===== config.mk =====
export PLATFORM = sky130hd
export DESIGN_NAME = buzzer_tone_generator
export DESIGN_NICKNAME = d
export VERILOG_FILES = /design/src/rtl/buzzer_tone_generator.sv
export SDC_FILE = /design/constraint.sdc
export NUM_CORES = 1
export LEC_CHECK = 0
export CAP_MARGIN = 20
export CORE_ASPECT_RATIO = 1.25
export CORE_MARGIN = 3
export CORE_UTILIZATION = 60
export DETAILED_ROUTE_END_ITERATION = 7
export HOLD_SLACK_MARGIN = 0.1
export MAX_ROUTING_LAYER = met4
export PLACE_DENSITY = 0.76
export REMOVE_ABC_BUFFERS = 1
export SLEW_MARGIN = 20
export SYNTH_ARGS = -nofsm -noshare
export SYNTH_HDL_FRONTEND = slang
export SYNTH_SLANG_ARGS = --single-unit

===== constraint.sdc =====
create_clock -name clk -period 5.5 [get_ports clk]
set_clock_uncertainty 0.1 [all_clocks]
set_input_delay 0.55 -clock clk [delete_from_list [all_inputs] [get_ports clk]]
set_output_delay 0.55 -clock clk [all_outputs]
set_load 0.005 [all_outputs]

===== src/rtl/buzzer_tone_generator.sv =====
// Piezo square-wave generator: enforces a minimum beep length, finishes the
// current high phase on a graceful stop, and kills output at once when disabled.
//
// state | meaning
// IDLE  | output low, counters cleared, waiting for ctrl_en && ctrl_buzz
// TONE  | toggling every HALF_PERIOD cycles, minimum-length timer running
// DRAIN | stop accepted, finishing the current high phase before going idle
module buzzer_tone_generator #(
  parameter int CLK_FREQ      = 50000000,
  parameter int TONE_FREQ     = 2000,
  parameter int MIN_ON_CYCLES = 5000000
) (
  input  logic clk,
  input  logic rst,
  input  logic ctrl_en,
  input  logic ctrl_buzz,
  output logic buzzer_out,
  output logic busy,
  output logic beep_done
);

  localparam int HALF_PERIOD = CLK_FREQ / (2 * TONE_FREQ);
  localparam int HW = (HALF_PERIOD > 1) ? $clog2(HALF_PERIOD) : 1;
  localparam int OW = (MIN_ON_CYCLES > 0) ? $clog2(MIN_ON_CYCLES + 1) : 1;
  localparam logic [HW-1:0] HALF_LAST = HW'(HALF_PERIOD - 1);
  localparam logic [OW-1:0] ON_MAX    = OW'(MIN_ON_CYCLES);
  localparam logic [OW-1:0] ON_FIRST  = OW'(1);

  typedef enum logic [1:0] {IDLE, TONE, DRAIN} state_t;

  state_t        state;
  logic [HW-1:0] half_cnt;
  logic [OW-1:0] on_cnt;

  logic          min_met;
  logic          boundary;
  logic          stop;
  logic          finish;
  logic [HW-1:0] half_next;
  logic [OW-1:0] on_next;

  assign min_met   = (on_cnt == ON_MAX);
  assign boundary  = (half_cnt == HALF_LAST);
  assign stop      = !ctrl_buzz && min_met;
  assign half_next = boundary ? '0 : half_cnt + 1'b1;
  assign on_next   = min_met ? on_cnt : on_cnt + 1'b1;

  // A stop landing on the falling edge of a high phase completes the drain at once.
  assign finish = ((state == TONE) && stop && (!buzzer_out || boundary)) ||
                  ((state == DRAIN) && boundary && buzzer_out);

  always_ff @(posedge clk) begin
    if (!rst) begin
      state      <= IDLE;
      buzzer_out <= 1'b0;
      busy       <= 1'b0;
      beep_done  <= 1'b0;
      half_cnt   <= '0;
      on_cnt     <= '0;
    end else begin
      beep_done <= 1'b0;
      unique case (state)
        IDLE: begin
          half_cnt   <= '0;
          on_cnt     <= '0;
          buzzer_out <= 1'b0;
          busy       <= 1'b0;
          if (ctrl_en && ctrl_buzz) begin
            state      <= TONE;
            buzzer_out <= 1'b1;
            busy       <= 1'b1;
            // the entry cycle already counts as time spent in TONE
            on_cnt     <= ON_FIRST;
          end
        end
        TONE, DRAIN: begin
          if (!ctrl_en) begin
            state      <= IDLE;
            buzzer_out <= 1'b0;
            busy       <= 1'b0;
            half_cnt   <= '0;
            on_cnt     <= '0;
          end else if (finish) begin
            state      <= IDLE;
            buzzer_out <= 1'b0;
            busy       <= 1'b0;
            beep_done  <= 1'b1;
            half_cnt   <= '0;
            on_cnt     <= '0;
          end else begin
            half_cnt <= half_next;
            on_cnt   <= on_next;
            if (boundary) buzzer_out <= ~buzzer_out;
            if ((state == TONE) && stop) state <= DRAIN;
            else if ((state == DRAIN) && ctrl_buzz) state <= TONE;
          end
        end
        default: begin
          state      <= IDLE;
          buzzer_out <= 1'b0;
          busy       <= 1'b0;
        end
      endcase
    end
  end

endmodule


==> Flow_metrics.wiki, run 1 <==
{| class="wikitable"
! Metric !! Value
|-
| Ranking of synthesized cells by area || sky130_fd_sc_hd__dfxtp_1 (32%), sky130_fd_sc_hd__nor3_1 (5.0%), sky130_fd_sc_hd__nand2_1 (3.9%)
|-
| Full die area || 5170 µm²
|-
| Number of cells produced by synthesis || approximately 310
|-
| TritonCTS Sinks || 42
|-
| Post-DR wirelength/cell || 17.2 µm
|-
| Top fanout value on the critical path || 14
|-
| Total of buffers placed on input and output ports || 6
|-
| Delay of the slowest critical-path stage || between 0.5 and 0.6 ns
|-
| Final wirelength || 6.43 mm
|-
| Worst setup timing slack at the placement stage || 2.70 ns
|-
| Critical Path Source Type || flop
|-
| Result of the run || finished clean
|-
| Layout cell share with drive strength beyond 1 || roughly a tenth
|-
| Ports placed on the boundary || 7
|-
| PD cells || 226 nW/µm²
|-
| Arrival time at the worst endpoint || 2.61 ns
|-
| RSZ-0062 raised after global routing || no
|-
| First-pass iteration count of the detailed router || 5
|-
| Required time worst endpoint || ~5.6 ns
|-
| Post-CTS setup-driven buffer insertion count || 0
|-
| Half-perimeter wire length of the detailed placement result || 4.51 mm
|-
| Hold bufs inserted after CTS || 0
|-
| Number of warnings issued by yosys || 0
|-
| Synth-to-Final Area Change || 9.75%
|-
| Crit path setup slack, layout || 2.96 ns
|-
| Remaining antenna violation count after routing || 0
|-
| Final hold vios || 0
|-
| Number of gates given a new drive strength after cts || 0
|-
| Site Rows || 26
|-
| Post-synthesis sequential element count || 42
|-
| Inserted Diodes || 0
|-
| Clock insertion delay at the later pin of the skew report || 0.31 ns
|-
| Overall routing resource usage || 28.1%
|-
| Total Neg Setup Slack || 0 ns
|-
| Fraction of synthesis flops using an asynchronous set or reset pin || 0%
|-
| Chip width || 64.9 µm
|-
| Final critical path time including I/O delays and setup || 2.54 ns
|-
| Initial cell density of the core || 63.1%
|-
| Highest Clock Rate || between 300 and 400 MHz
|-
| Global-route wire length before repair || 11.2 mm
|-
| Via count of the first global-routing pass || approximately 2400
|-
| CP Capture Type || flop
|-
| Slowest-stage cell, CP || sky130_fd_sc_hd__or4_1
|-
| Die height || 79.7 µm
|-
| Remaining Overflow, GRT || 0
|-
| Mean instance size in the synthesized netlist || ~8.4 µm²
|-
| Largest buffer count on any clock path || 2
|-
| Antenna violations before repair || 0
|-
| EDFF count, synth || 0
|-
| Net count, final || roughly 330
|-
| Share of the cycle needed by the critical path after routing || 46.3%
|-
| Weighted congestion at the end of routability-driven global placement || roughly 0.90
|-
| Count of routing violations after the opening detailed-route iteration || 194
|-
| Share of the synthesized area in the top cell type || 32.3%
|-
| Remaining routing DRC violations || 0
|-
| Kind of cell adding the most delay to the critical path || simple AND/OR/NAND/NOR gates
|-
| Htree depth || 2
|-
| Main synth FF type || sky130_fd_sc_hd__dfxtp_1
|-
| Cell leakage power || between 0.8 and 0.9 nW
|-
| Worst VDD drop || 0.183 mV
|-
| TritonCTS clock tree || yes
|-
| Ordered cell list for the critical path || or4_1, nor4_1, nor2_1, a21oi_2, nor3_1
|-
| Clock-pin slew on the worst setup and hold paths || roughly 0.090 ns
|-
| Number of clock buffers inserted by TritonCTS || 5
|-
| Total setup violations reported at the end of the flow || 0
|-
| Transition time at the pin with the least slew margin || 0.761 ns
|-
| Via-per-instance ratio || 6.60
|-
| Number of buffer and inverter instances along the worst setup path || 0
|-
| Max Transition Viols Final || 0
|-
| Number of library cell types mapped by synthesis || 59
|-
| Relative max-transition margin || 49.2%
|-
| Share of synthesized area occupied by flip-flops and latches || 32.3%
|-
| Dominant cell type by area after synthesis || sky130_fd_sc_hd__dfxtp_1
|-
| Syn Std Cell Area || 2600 µm²
|-
| Largest net degree at the start of global routing || 27
|-
| Max cap viols || 0
|-
| Root Driver || sky130_fd_sc_hd__clkbuf_8
|-
| Via Count || around 2500
|-
| Kind of path behind the tightest hold check || reg2reg
|-
| Kind of critical path || reg2reg
|-
| Placeable core region || 4130 µm²
|}
state kept, by name, indices dropped and copies added (netlist names):
| name | cells |
|---|---|
| beep_done | 1 |
| busy | 1 |
| buzzer_out | 1 |
| half_cnt | 14 |
| on_cnt | 23 |
| state | 2 |
worst paths after layout:
kind / from / endpoint / slack, ns / depth (start not counted)
max: half_cnt[2]$_SDFFE_PN0P_ / half_cnt[3]$_SDFFE_PN0P_ / 2.96 / 5
min reg2reg: busy$_SDFFE_PN0P_ / busy$_SDFFE_PN0P_ / 0.41 / 2
min: busy$_SDFFE_PN0P_ / busy$_SDFFE_PN0P_ / 0.41 / 2
max reg2reg: half_cnt[2]$_SDFFE_PN0P_ / half_cnt[3]$_SDFFE_PN0P_ / 2.96 / 5
cell usage in the layout (no fill, tap or decap), drive strengths merged, types with 5 or more instances in the layout:
cell           instances
dfxtp                 42
nand2                 28
nor3                  27
nor2                  26
nand3                 14
a21oi                 13
inv                   11
o21ai                 11
nand4                 10
or3                    9
o211ai                 9
xor2                   8
xnor2                  8
ha                     7
nand4b                 6
and3                   6
clkdlybuf4s50          6
or4                    6
o2111ai                5
clkbuf                 5
where the power goes:
part / internal, W / switching (W) / total, W
clock network: 0.000182 / 0.000115 / 0.000297
logic: 0.0000143 / 0.0000251 / 0.0000394
registers: 0.000306 / 0.00000302 / 0.000309
total: 0.000502 / 0.000144 / 0.000646
cell families after synthesis:
group / synth area share [%]
and+or+nand+nor: 35.0
AOI/OAI and AO/OA: 20.0
DFF: 32.3
buffers and inverters: 3.27
xor gates and xnor gates: 5.38
adders and majority gates: 3.36
muxes: 0.769
cells in the mapped netlist, drive strengths merged (3+ instances only):
cell type,number
dfxtp,42
clkbuf,8
and3,6
o2111ai,5
nand2b,4
o211ai,9
nor2b,4
nand4b,6
a31oi,4
and2,3
inv,11
nor2,26
o21ai,11
xnor2,8
xor2,8
buf,3
ha,7
a21oi,13
or4b,3
nor3,27
nand2,28
o41ai,3
nor4,3
or3,9
o31ai,4
nand3,14
nand4,10
or4,6
layout make-up:
type | count | area, µm²
Timing Repair Buffer | 10 | 90.1
Sequential cell | 42 | 841
Clock buffer | 5 | 68.8
Clock inverter | 3 | 68.8
Tap cell | 56 | 70.1
Fill cell | 349 | 1270
Multi-Input combinational cell | 247 | 1680
Inverter | 11 | 41.3
through the flow:
step | total power (W) | std cells | utilization [%] | cell area [µm²] | hold slack, ns
after detailed placement | 0.000355 | 366 | 65.9 | 2720 | 0.395
after CTS | 0.000650 | 374 | 69.2 | 2860 | 0.409
after floorplan | 0.000339 | 300 | - | 2560 | 0.366
after global placement | 0.000355 | 366 | 65.9 | 2720 | 0.377
after global routing | 0.000665 | 374 | 69.2 | 2860 | 0.430
final | 0.000646 | 374 | 69.2 | 2860 | 0.406
worst min-delay path, cell delays in order (launching register included):
cell and delay [ns]:
sky130_fd_sc_hd__dfxtp_1 0.33, sky130_fd_sc_hd__o21ai_0 0.07, sky130_fd_sc_hd__a21oi_1 0.06
metal layers:
metal | GRT usage (%) | vias up | routed length [µm]
li1 | - | 1184 | -
met1 | 32.6 | 1144 | 2640
met2 | 46.4 | 117 | 3230
met3 | 5.63 | 22 | 385
met4 | 13.5 | 0 | 176
met5 | - | - | 0
Power figures use the tool's default switching activity.
==> run 2: changes to the inputs <==
--- a/config.mk
+++ b/config.mk
@@ -8,11 +8,11 @@
 export CAP_MARGIN = 20
 export CORE_ASPECT_RATIO = 1.25
 export CORE_MARGIN = 3
-export CORE_UTILIZATION = 60
+export CORE_UTILIZATION = 56
 export DETAILED_ROUTE_END_ITERATION = 7
 export HOLD_SLACK_MARGIN = 0.1
 export MAX_ROUTING_LAYER = met4
-export PLACE_DENSITY = 0.76
+export PLACE_DENSITY = 0.74
 export REMOVE_ABC_BUFFERS = 1
 export SLEW_MARGIN = 20
 export SYNTH_ARGS = -nofsm -noshare
==> constraint.sdc (replaced) <==
create_clock -name clk -period 2.3 [get_ports clk]
set_clock_uncertainty 0.1 [all_clocks]
set_input_delay 0.23 -clock clk [delete_from_list [all_inputs] [get_ports clk]]
set_output_delay 0.23 -clock clk [all_outputs]
set_load 0.005 [all_outputs]
==> run 2 against run 1 <==
  * First-iteration DRC count down 11%
  * Worst hold slack got worse by 0.032 ns
  * Sequential share of layout area shrank 3.7 points
  * Die area is 6.5% higher
  * Maximum frequency is 9.0% higher
  * Register-to-register slack lost 3.0 ns
  * Critical path depth up 5
  * The flow now finishes with violations (setup timing)
  * Routed wire length up 12%
  * Core utilization increased by 5.0 points
  * Final area grew 16%
  * Total power rose by 110%
  * Critical path type unchanged
  * Flip-flop and latch count unchanged
==> Flow_metrics.wiki, run 2 (same netlist as run 1, synthesis figures left out) <==
{| class="wikitable"
! Metric !! Value
|-
| Result of the run || finished with violations
|-
| Violations in the final reports || setup timing
|-
| Number of clock buffers inserted by TritonCTS || 5
|-
| Largest buffer count on any clock path || 2
|-
| Flip-flop count of the largest register, all copies and words added || 23
|-
| Total of buffers placed on input and output ports || 6
|-
| TritonCTS Sinks || 42
|-
| Arrival time at the worst endpoint || between 2 and 2.5 ns
|-
| Global-route wire length before repair || 11.7 mm
|-
| CP Capture Type || flop
|-
| TritonCTS clock tree || yes
|-
| First-pass iteration count of the detailed router || 4
|-
| Antenna violations before repair || 0
|-
| Number of instances in the placed design || 411
|-
| Max cap viols || 0
|-
| Clock insertion delay at the later pin of the skew report || around 0.30 ns
|-
| Largest net degree at the start of global routing || 16
|-
| Kind of critical path || reg2reg
|-
| Overall routing resource usage || 28.5%
|-
| Htree depth || 2
|-
| Inserted Diodes || 0
|-
| Via-per-instance ratio || 6.18
|-
| Total of fill cells in the finished design || 365
|-
| Remaining routing DRC violations || 0
|-
| Hold path start || busy$_SDFFE_PN0P_
|-
| Relative max-transition margin || 65.9%
|-
| End of the worst register-to-register path || on_cnt[10]$_SDFFE_PN0P_
|-
| Die height || 82.3 µm
|-
| Site Rows || 27
|-
| Remaining Overflow, GRT || 0
|-
| Full die area || ~5500 µm²
|-
| Transition time at the pin with the least slew margin || just over 0.5 ns
|-
| Worst VDD drop || 0.377 mV
|-
| Final core utilization || about three quarters
|-
| Layout cell share with drive strength beyond 1 || 26.8%
|-
| Via Count || 2615
|-
| Via count of the first global-routing pass || between 2000 and 2500
|-
| Chip width || 67.0 µm
|-
| Leading cell type in the layout, fill and taps excluded || sky130_fd_sc_hd__buf_4
|-
| Post-DR wirelength/cell || 17.0 µm
|-
| Critical Path Source Type || flop
|-
| Reg2reg setup slack || -0.03 ns
|-
| Number of cells on the worst reg-to-reg path || 10
|-
| PnR Total Power || 0.00136 W
|-
| PD cells || 413 nW/µm²
|-
| Leading cell types in the layout, fill and taps excluded || sky130_fd_sc_hd__buf_4 (44), sky130_fd_sc_hd__dfxtp_1 (35), sky130_fd_sc_hd__nand2_1 (26), sky130_fd_sc_hd__nor2_1 (26), sky130_fd_sc_hd__nor3_1 (25)
|-
| Weighted congestion at the end of routability-driven global placement || around 0.95
|-
| Launching point of the worst reg2reg path || on_cnt[0]$_SDFFE_PN0P_
|-
| Crit path setup slack, layout || -0.0342 ns
|-
| Cell leakage power || 1.11 nW
|-
| Kind of path behind the tightest hold check || reg2reg
|-
| RSZ-0062 raised after global routing || yes
|-
| Synth-to-Final Area Change || 27.0%
|-
| Net count, final || about 380
|-
| Final hold vios || 0
|-
| Total setup violations reported at the end of the flow || 8
|-
| Final wirelength || 7.20 mm
|-
| Final critical path time including I/O delays and setup || 2.33 ns
|-
| Count of routing violations after the opening detailed-route iteration || 172
|-
| Highest Clock Rate || 428 MHz
|-
| Clock-pin slew on the worst setup and hold paths || 0.09 ns
|-
| Largest registers in the final layout || on_cnt x23, half_cnt x14, state x2
|-
| Total Neg Setup Slack || -0.129 ns
|-
| Ports placed on the boundary || 7
|-
| Final non-filler cell total || 423
|-
| Top fanout value on the critical path || 5
|-
| Max Transition Viols Final || 0
|-
| Root Driver || sky130_fd_sc_hd__clkbuf_8
|-
| Required time worst endpoint || 2.37 ns
|-
| Remaining antenna violation count after routing || 0
|-
| Register bank with the most flops || on_cnt
|-
| Initial cell density of the core || 58.4%
|-
| Hold Path Depth || 2
|-
| Half-perimeter wire length of the detailed placement result || 5.24 mm
|-
| Share of the cycle needed by the critical path after routing || 101%
|-
| Placeable core region || 4460 µm²
|-
| Worst Hold End || busy$_SDFFE_PN0P_
|}
## run 2: changes by cell type in the layout (fill, tap and decap cells not counted), moves of 3 or more
cell / change
sky130_fd_sc_hd__o21ai_0: -3
sky130_fd_sc_hd__buf_4: +40
sky130_fd_sc_hd__buf_6: +5
sky130_fd_sc_hd__dfxtp_1: -7
sky130_fd_sc_hd__o21ai_1: +3
sky130_fd_sc_hd__dfxtp_2: +7
## run 2: power by group
part           switching, W  internal, W  leakage (nW)
clock network      0.000275     0.000213        0.0441
logic             0.0000757    0.0000607         0.721
registers        0.00000687     0.000733         0.342
## run 2: layout make-up
cell class	instances	area, µm²	area share, %
sequential	42	850	25.7
multi-input combinational	247	1780	53.9
clock buffer	5	68.8	2.08
clock inverter	3	21.3	0.643
tap	58	72.6	2.19
inverter	11	41.3	1.25
timing repair buffer	57	472	14.3
## run 2: metrics by stage
| stage | setup WS, ns | hold slack (ns) | cell area [µm²] |
|---|---|---|---|
| 5_1_grt | -0.125 | 0.417 | 3310 |
| 6_report | -0.0342 | 0.374 | 3310 |
| 4_1_cts | 0.00209 | 0.377 | 3180 |
| 2_1_floorplan | 0.0365 | 0.258 | 2560 |
| 3_3_place_gp | 0.000692 | 0.362 | 3060 |
| 3_5_place_dp | -0.0791 | 0.365 | 3060 |
## run 2: worst max-delay path by stage
stage,startpoint,to,cells past startpoint
after floorplan,on_cnt[0]$_SDFFE_PN0P_,on_cnt[12]$_SDFFE_PN0P_,7
after global placement,on_cnt[0]$_SDFFE_PN0P_,on_cnt[22]$_SDFFE_PN0P_,9
after detailed placement,on_cnt[0]$_SDFFE_PN0P_,on_cnt[22]$_SDFFE_PN0P_,9
after CTS,on_cnt[0]$_SDFFE_PN0P_,on_cnt[16]$_SDFFE_PN0P_,7
after global routing,on_cnt[0]$_SDFFE_PN0P_,on_cnt[8]$_SDFFE_PN0P_,9
final,on_cnt[0]$_SDFFE_PN0P_,on_cnt[10]$_SDFFE_PN0P_,10
## run 2: worst max-delay path, cell delays in order (launching register included)
cell and delay [ns]:
sky130_fd_sc_hd__dfxtp_2 0.33, sky130_fd_sc_hd__inv_2 0.07, sky130_fd_sc_hd__ha_4 0.12, sky130_fd_sc_hd__or4bb_4 0.49
sky130_fd_sc_hd__buf_6 0.14, sky130_fd_sc_hd__nor3_4 0.23, sky130_fd_sc_hd__a221oi_4 0.12, sky130_fd_sc_hd__buf_6 0.16
sky130_fd_sc_hd__buf_4 0.13, sky130_fd_sc_hd__o221ai_1 0.20, sky130_fd_sc_hd__a31oi_1 0.10
## run 2: repair_timing
action / CTS / global route
hold buffers: 0 / 0
resized for setup: 2 / 34
cloned: 1 / 0
setup buffers: 0 / 3
endpoints found under the setup margin: 11 / 36
pin swaps: 3 / 15
## run 2: metal layers
| metal | global-route usage, % | routed length, µm |
|---|---|---|
| met1 | 32.0 | 2970 |
| met2 | 49.3 | 3650 |
| met3 | 5.68 | 355 |
| met4 | 11.2 | 225 |
| met5 | - | 0 |
==> run 3: changes to the inputs <==
--- a/config.mk
+++ b/config.mk
@@ -8,12 +8,13 @@
 export CAP_MARGIN = 20
 export CORE_ASPECT_RATIO = 1.25
 export CORE_MARGIN = 3
-export CORE_UTILIZATION = 56
+export CORE_UTILIZATION = 35
 export DETAILED_ROUTE_END_ITERATION = 7
 export HOLD_SLACK_MARGIN = 0.1
 export MAX_ROUTING_LAYER = met4
-export PLACE_DENSITY = 0.74
+export PLACE_DENSITY = 0.5
 export REMOVE_ABC_BUFFERS = 1
+export SKIP_LAST_GASP = 1
 export SLEW_MARGIN = 20
 export SYNTH_ARGS = -nofsm -noshare
 export SYNTH_HDL_FRONTEND = slang
==> run 3 against run 2 <==
  * Clock-buffer cell count did not move
  * Routed wire length rose by 2.6%
  * Die area rose by 55%
  * Cell count rose by 10%
  * Clock power rose by 48%
  * First-iteration DRC count rose by 2.3%
  * Sequential share of layout area fell by 1.1 points
  * Critical path depth fell by 2
  * The flow still finishes with violations (setup timing)
  * Worst setup slack got worse by 0.044 ns
  * Worst hold slack improved by 0.015 ns
  * Final area rose by 4.1%
==> Flow_metrics.wiki, run 3 (same netlist as run 1, synthesis figures left out) <==
{| class="wikitable"
! Metric !! Value
|-
| Largest net degree at the start of global routing || 21
|-
| Via-per-instance ratio || 5.59
|-
| Flip-flop count of the largest register, all copies and words added || 23
|-
| Weighted congestion at the end of routability-driven global placement || 0.883
|-
| Transition time at the pin with the least slew margin || 0.687 ns
|-
| Required time worst endpoint || 2.39 ns
|-
| Number of instances in the placed design || 456
|-
| Fraction of power consumed by the clock network || 45.4%
|-
| PD cells || 462 nW/µm²
|-
| Register bank with the most flops || on_cnt
|-
| Final critical path time including I/O delays and setup || 2.38 ns
|-
| Share of power burned in combinational logic || 8.1%
|-
| Remaining antenna violation count after routing || 0
|-
| Highest Clock Rate || 421 MHz
|-
| Post-DR wirelength/cell || 15.9 µm
|-
| Slowest-stage cell, CP || sky130_fd_sc_hd__or4bb_4
|-
| Worst VDD drop || 0.237 mV
|-
| Fraction of power consumed by sequential logic || 46.5%
|-
| Ports placed on the boundary || 7
|-
| Max Transition Viols Final || 0
|-
| Inserted Diodes || 0
|-
| Final wirelength || 7.39 mm
|-
| Full die area || 8520 µm²
|-
| Share of the cycle needed by the critical path after routing || 103%
|-
| Total net switching power || 0.000365 W
|-
| Total of buffers placed on input and output ports || 6
|-
| Htree depth || 2
|-
| Kind of cell adding the most delay to the critical path || simple AND/OR/NAND/NOR gates
|-
| Remaining routing DRC violations || 0
|-
| Placeable core region || 7100 µm²
|-
| M3 GR Usage || 2.50%
|-
| Half-perimeter wire length of the detailed placement result || 5.51 mm
|-
| Number of cells on the worst reg-to-reg path || 8
|-
| Via count of the first global-routing pass || 2542
|-
| Kind of path behind the tightest hold check || reg2reg
|-
| Global-route wire length before repair || 12.5 mm
|-
| Antenna violations before repair || 0
|-
| Global route hottest layer || met2
|-
| Final non-filler cell total || 466
|-
| Net count, final || 386
|-
| Count of routing violations after the opening detailed-route iteration || around 180
|-
| Number of buffer and inverter instances along the worst setup path || 2
|-
| Initial cell density of the core || 36.7%
|-
| Result of the run || finished with violations
|-
| Global routing met1 resource utilization || 22.7%
|-
| Routing usage on met2 || 31.6%
|-
| Leading cell types in the layout, fill and taps excluded || sky130_fd_sc_hd__buf_4 (57), sky130_fd_sc_hd__dfxtp_1 (36), sky130_fd_sc_hd__nor3_1 (26)
|-
| Reg2reg setup slack || -0.08 ns
|-
| Via Count || 2604
|-
| Arrival time at the worst endpoint || 2.47 ns
|-
| Internal power of the cells || 0.00123 W
|-
| Delay of the slowest critical-path stage || about 0.50 ns
|-
| End of the worst register-to-register path || on_cnt[15]$_SDFFE_PN0P_
|-
| Worst Hold End || state[1]$_SDFFE_PN0P_
|-
| TritonCTS clock tree || yes
|-
| Clock-pin slew on the worst setup and hold paths || 0.09 ns
|-
| Layout cell share with drive strength beyond 1 || about 28%
|-
| Relative max-transition margin || 54.1%
|-
| First-pass iteration count of the detailed router || 4
|-
| Hold path start || state[1]$_SDFFE_PN0P_
|-
| Total setup violations reported at the end of the flow || 7
|-
| Largest buffer count on any clock path || 2
|-
| Site Rows || 34
|-
| Net Sw Frac || 22.9%
|-
| Max cap viols || 0
|-
| Root Driver || sky130_fd_sc_hd__clkbuf_8
|-
| RSZ-0062 raised after global routing || yes
|-
| Hold Path Depth || 2
|-
| TritonCTS Sinks || 42
|-
| Ordered cell list for the critical path || inv_2, ha_4, or4bb_4, nor4_4, a41oi_4, o22ai_2, buf_6, o211ai_1
|-
| Kind of critical path || reg2reg
|-
| Top fanout value on the critical path || 8
|-
| Final hold vios || 0
|-
| Launching point of the worst reg2reg path || on_cnt[0]$_SDFFE_PN0P_
|-
| Violations in the final reports || setup timing
|-
| CP Capture Type || flop
|-
| Leading cell type in the layout, fill and taps excluded || sky130_fd_sc_hd__buf_4
|-
| Crit path setup slack, layout || -0.0778 ns
|-
| Largest registers in the final layout || on_cnt x23, half_cnt x14, state x2
|-
| Chip width || 83.2 µm
|-
| Clock insertion delay at the later pin of the skew report || 0.30 ns
|-
| Remaining Overflow, GRT || 0
|-
| PnR Total Power || about 0.0016 W
|-
| Number of clock buffers inserted by TritonCTS || 5
|-
| Critical Path Source Type || flop
|-
| Die height || around 100 µm
|-
| Cell leakage power || approximately 1.2 nW
|-
| Synth-to-Final Area Change || 32.2%
|-
| Overall routing resource usage || between 10% and 20%
|}
==> run 3: cell types whose count changed in the layout (fill, tap and decap cells not counted), moves of 2 or more <==
cell / change
sky130_fd_sc_hd__buf_4: +13
sky130_fd_sc_hd__o21ai_0: +3
sky130_fd_sc_hd__o21ai_1: -3
sky130_fd_sc_hd__bufinv_16: +2
==> run 3: how the worst max path moves through the flow <==
stage / endpoint / slack, ns / startpoint / depth (start not counted)
finish: on_cnt[15]$_SDFFE_PN0P_ / -0.08 / on_cnt[0]$_SDFFE_PN0P_ / 8
global route: on_cnt[12]$_SDFFE_PN0P_ / -0.12 / on_cnt[1]$_SDFFE_PN0P_ / 8
CTS: on_cnt[12]$_SDFFE_PN0P_ / -0.06 / on_cnt[0]$_SDFFE_PN0P_ / 8
detailed placement: on_cnt[12]$_SDFFE_PN0P_ / -0.08 / on_cnt[0]$_SDFFE_PN0P_ / 8
global placement: on_cnt[12]$_SDFFE_PN0P_ / -0.08 / on_cnt[0]$_SDFFE_PN0P_ / 8
floorplan: on_cnt[12]$_SDFFE_PN0P_ / 0.04 / on_cnt[0]$_SDFFE_PN0P_ / 7
==> run 3: routing by layer <==
layer | wire length (µm) | part of all wire, %
met1 | 3370 | 46
met5 | 0 | 0
met3 | 230 | 3.1
met4 | 144 | 1.9
met2 | 3640 | 49
==> run 3: cell type report <==
type                    instances  area [µm²]
fillers                       689        3660
multi-input cells             247        1750
flip-flops and latches         42         848
repair buffers                 68         553
well taps                      90         113
clock buffers                   5        68.8
clock inverters                 3        68.8
inverters                      11        41.3
==> run 3: power by group through the flow <==
stage / Combinational [W] / Clock, W / Sequential [W]
6_report: 0.000129 / 0.000722 / 0.000740
5_1_grt: 0.000139 / 0.000767 / 0.000741
4_1_cts: 0.000122 / 0.000745 / 0.000739
3_5_place_dp: 0.000118 / 0 / 0.000755
3_3_place_gp: 0.000118 / 0 / 0.000756
2_1_floorplan: 0.0000557 / 0 / 0.000755
==> run 3: worst register-to-register path, delay by kind of cell, from the launching register on <==
| kind | cells | cell delay, ns |
|---|---|---|
| AND/OR/NAND/NOR | 2 | 0.90 |
| adder cells (fa/ha/maj) | 1 | 0.12 |
| flip-flops | 1 | 0.33 |
| AO/OA/AOI/OAI | 3 | 0.61 |
| buffers and inverters | 2 | 0.22 |
==> run 3: per-stage QoR <==
step           cell area, µm²  hold slack (ns)  setup TNS [ns]  setup WS [ns]  util [%]
6_report                 3440            0.388          -0.467        -0.0778      48.5
5_1_grt                  3440            0.413           -1.20         -0.120      48.5
4_1_cts                  3390            0.391          -0.332        -0.0552      47.7
3_5_place_dp             3200            0.379          -0.403        -0.0848      45.0
3_3_place_gp             3200            0.394          -0.543        -0.0848      45.0
2_1_floorplan            2560            0.258               0         0.0365         -
==> run 3: timing repair <==
| action | 4_1_cts | 5_1_grt |
|---|---|---|
| pin swaps | 16 | 6 |
| resized for setup | 13 | 15 |
| endpoints found under the setup margin | 11 | 23 |
| setup buffers | 2 | 0 |
| hold buffers | 0 | 0 |
